===== src/rtl/adder_nibble_seq.sv =====
// adder_nibble_seq: runs a 4*NIBBLES-bit add through one shared clocked 4-bit adder slice,
// least-significant nibble first, holding each nibble SETTLE cycles before sampling.
module adder_nibble_seq #(
    parameter int NIBBLES = 4,
    parameter int SETTLE  = 4
) (
    input  logic                 CK,
    input  logic                 RST,
    input  logic                 START,
    input  logic [4*NIBBLES-1:0] OP_A,
    input  logic [4*NIBBLES-1:0] OP_B,
    input  logic                 CIN,
    output logic                 READY,
    output logic                 DONE,
    output logic [4*NIBBLES-1:0] RESULT,
    output logic                 COUT,
    output logic [3:0]           ADD_A,
    output logic [3:0]           ADD_B,
    output logic                 ADD_CIN,
    input  logic [3:0]           ADD_SUM,
    input  logic                 ADD_COUT
);
    localparam int W  = 4 * NIBBLES;
    localparam int NW = NIBBLES > 1 ? $clog2(NIBBLES) : 1;

    typedef enum logic [1:0] {S_IDLE, S_RUN, S_DONE} state_t;

    state_t        state, state_n;
    logic [W-1:0]  opa, opb;
    logic          cin_r, carry_r;
    logic [NW-1:0] nib;
    logic [3:0]    cnt;
    logic          sample, last;

    assign sample = state == S_RUN && cnt == 4'(SETTLE - 1);
    assign last   = nib == NW'(NIBBLES - 1);

    // Slice drive depends on registered state only, so no loop forms through the slice.
    always_comb begin
        state_n = state;
        READY   = state == S_IDLE;
        DONE    = state == S_DONE;
        ADD_A   = '0;
        ADD_B   = '0;
        ADD_CIN = 1'b0;
        case (state)
            S_IDLE: state_n = START ? S_RUN : S_IDLE;
            S_RUN: begin
                state_n = sample && last ? S_DONE : S_RUN;
                ADD_A   = opa[{nib, 2'b00} +: 4];
                ADD_B   = opb[{nib, 2'b00} +: 4];
                ADD_CIN = nib == '0 ? cin_r : carry_r;
            end
            default: state_n = S_IDLE;
        endcase
    end

    always_ff @(posedge CK) begin
        if (!RST) begin
            state   <= S_IDLE;
            opa     <= '0;
            opb     <= '0;
            cin_r   <= 1'b0;
            carry_r <= 1'b0;
            nib     <= '0;
            cnt     <= '0;
            RESULT  <= '0;
            COUT    <= 1'b0;
        end else begin
            state <= state_n;
            if (READY && START) begin
                opa    <= OP_A;
                opb    <= OP_B;
                cin_r  <= CIN;
                RESULT <= '0;
                COUT   <= 1'b0;
                nib    <= '0;
                cnt    <= '0;
            end else if (state == S_RUN) begin
                cnt <= sample ? 4'd0 : cnt + 4'd1;
                if (sample) begin
                    RESULT[{nib, 2'b00} +: 4] <= ADD_SUM;
                    carry_r                   <= ADD_COUT;
                    if (last)
                        COUT <= ADD_COUT;
                    else
                        nib <= nib + 1'b1;
                end
            end
        end
    end
endmodule


===== config.mk =====
export PLATFORM = sky130hd
export DESIGN_NAME = adder_nibble_seq
export DESIGN_NICKNAME = d
export VERILOG_FILES = /design/src/rtl/adder_nibble_seq.sv
export SDC_FILE = /design/constraint.sdc
export NUM_CORES = 1
export LEC_CHECK = 0
export ABC_AREA = 1
export BUFFER_PORTS_ARGS = -buffer_cell sky130_fd_sc_hd__buf_2
export CORE_ASPECT_RATIO = 2
export CORE_MARGIN = 3
export CORE_UTILIZATION = 35
export CTS_CLUSTER_DIAMETER = 50
export CTS_CLUSTER_SIZE = 14
export DETAILED_ROUTE_END_ITERATION = 8
export PLACE_DENSITY = 0.63
export SLEW_MARGIN = 20
export SYNTH_ARGS = -nofsm -noshare
export SYNTH_HDL_FRONTEND = slang
export SYNTH_SLANG_ARGS = --single-unit

===== constraint.sdc =====
create_clock -name CK -period 2 [get_ports CK]
set_input_delay 0.3 -clock CK [delete_from_list [all_inputs] [get_ports CK]]
set_output_delay 0.3 -clock CK [all_outputs]
set_load 0.02 [all_outputs]

==> results.md <==
- P_leak: 1.610 nW
- Critical Path Start Type: flip-flop
- Post-CTS Setup Bufs: 0
- Clock skew: 0.005098 ns
- Top-Level Pins: 69
- Root Buffer: clkbuf_16
- Slowest stage delay, CP: 0.33 ns
- Chip height: 131.0 um
- GRT Resource Usage Total: 0.1746
- GRT overflow: 0
- # diodes: 0
- Sink Count: 59
- Final setup fails: 0
- WL final: 7065 um
- Starting DRT DRC Count: 150
- Row Count: 45
- DR DRC count: 0
- RSZ-0062 raised after global routing: false
- Commonest non-fill, non-tap cell in the layout: nor2_1
- Initial Utilization: 0.3598
- Post-layout min period: 1.869 ns
- Clock Pin Slew Worst Setup and Hold Paths: 0.05 ns
- Crit. End Element: output pin
- Arr. time, crit path: 1.57 ns
- Total of max-cap violations: 0
- Vias: 2692
- Clock buffer count from CTS: 9
- Area leader, netlist: dfxtp_1
- PwrDens: 820.7 nW/um2
- Syn_area_per_cell: 6.671 um2
- Syn Nets: 457
- Core area: 7601 um2
- Yosys top cell area share: 0.4318
- Slowest stage cell on the critical path: dfxtp_1
- Vias/cell: 4.690
- Largest net degree at the start of global routing: 35
- Synth Warn #: 0
- Synth Register Bits: 59
- Min-Delay Path Class: input pin to flip-flop
- Synth-to-Final Area Change: 24.29%
- Top post-synthesis cells by area: dfxtp_1 (43%), nor2_1 (20%), o21ai_0 (9.5%)
- Status: finished clean
- Max IR drop VDD: 0.0005591 V
- Worst slew margin: 0.6319
- DIE AREA: 8976 um2
- Routed Antenna Nets: 0
- Max-slew violation count: 0
- Cts hold-fix bufs: 0
- CTS tree: yes
- WL per Instance: 12.31 um
- Sequential area share after synthesis: 0.4318
- Die Span X: 68.51 um
- Most frequent cells in the layout: nor2_1 (149), buf_2 (67), dfxtp_1 (59)
- First-pass GRT wire length: 11430 um
- PortBufs: 68
- Slew @ Worst Pin: 0.5514 ns
- Peak Freq: 534.9 MHz
- Crit path kind: flip-flop to output pin
- Pre-CTS WS: 0.3841 ns
- Post_cts resized: 0
- DP HPWL: 5360 um
- Vias in the first global route: 2638
- Final Cycle Share: 0.9347
- 1st-pass router iterations: 4
- CTS max path bufs: 2
- Crit-path cells: clkinv_1 > ha_1 > inv_2 > nand2_1 > a21oi_1 > buf_4
- Final Hold Viols: 0
- Crit Path Max Fanout: 7
- Nets: 526
- Critical Path RT: 1.70 ns
- Hold_ws: 0.2187 ns
- Initial antenna violation count: 0
- Share of cells above drive strength 1: 0.2000
- Worst-Skew Late Latency: 0.33 ns
- GP Congestion: 0.8011
- Post-Syn Instances: 410
- Fin Setup TNS: 0 ns
- H-tree levels: 3
- Syn Std Cell Area: 2735 um2
- Final worst slack: 0.1306 ns
- Synth cell types: 21
==> Yosys cell counts <==
| master | instances |
|---|---|
| inv_2 | 3 |
| dfxtp_1 | 59 |
| nand3b_1 | 1 |
| nand4_1 | 2 |
| o21ai_0 | 52 |
| buf_2 | 3 |
| nand3_1 | 14 |
| a21oi_1 | 19 |
| nor2_1 | 149 |
| clkbuf_1 | 9 |
| ha_1 | 6 |
| nand2_1 | 53 |
| nor2_4 | 1 |
| nand3_2 | 1 |
| inv_1 | 26 |
| nand2_4 | 3 |
| nor3_1 | 1 |
| buf_6 | 1 |
| clkinv_1 | 1 |
| buf_4 | 4 |
| nor2_2 | 2 |
==> report_power, final <==
part           total (mW)  internal, mW  leakage [nW]  switching, mW
sequential           1.27          1.24         0.483         0.0338
clock                1.27         0.802         0.117          0.468
combinational       0.247        0.0955          1.01          0.152
==> routing by layer <==
metal,vias to the layer above,routed length [um],global-route usage,part of all wire
met5,-,0,0,0
met4,0,315,0.1149,0.045
met3,21,395,0.04619,0.056
met2,71,3826,0.3161,0.54
met1,1182,2528,0.1628,0.36
li1,1418,-,-,-
==> logic make-up (layout without fill, tap and decap cells) <==
logic type                 Yosys count  in the layout  share of synthesized area
DFF                                 59             59                     0.4318
AOI/OAI and AO/OA                   71             71                     0.1299
buffers and inverters               47            117                    0.07410
and+or+nand+nor                    227            227                     0.3367
adders and majority gates            6              6                    0.02745
==> per-stage QoR <==
step / power (mW) / cell area [um2] / cells / utilization
after detailed placement: 1.547 / 3156 / 562 / 0.4151
after global routing: 2.926 / 3400 / 574 / 0.4472
final: 2.790 / 3400 / 574 / 0.4472
after CTS: 2.822 / 3393 / 574 / 0.4464
after floorplan: 1.457 / 2735 / 410 / -
after global placement: 1.542 / 3156 / 562 / 0.4151
==> final cells by class <==
| class | count | area [um2] |
|---|---|---|
| clock buffers | 11 | 232.7 |
| clock inverters | 1 | 5.005 |
| fillers | 849 | 4202 |
| inverters | 30 | 112.6 |
| multi-input cells | 304 | 1351 |
| flip-flops and latches | 59 | 1181 |
| well taps | 94 | 117.6 |
| repair buffers | 75 | 399.1 |
==> registers in the layout (all words and copies together) (netlist names) <==
| register | cells |
|---|---|
| COUT | 1 |
| RESULT | 16 |
| carry_r | 1 |
| cin_r | 1 |
| cnt | 4 |
| nib | 2 |
| opa | 16 |
| opb | 16 |
| state | 2 |
==> final timing paths <==
| kind | to | startpoint | cells past startpoint | slack (ns) |
|---|---|---|---|---|
| setup / recovery | ADD_CIN | nib[1] | 6 | 0.13 |
| hold / removal | opa[1] | OP_A[1] | 3 | 0.22 |
| setup reg to reg | RESULT[7] | cnt[0] | 6 | 0.42 |
| hold reg to reg | RESULT[1] | RESULT[1] | 2 | 0.46 |
==> critical path: cells and delay by family (launching register included) <==
kind	cells	cell delay, ns
buffers and inverters	3	0.43
DFF	1	0.33
adders and majority gates	1	0.26
AOI/OAI and AO/OA	1	0.17
and+or+nand+nor	1	0.06
Note: power is estimated with default switching activity, not from simulation.
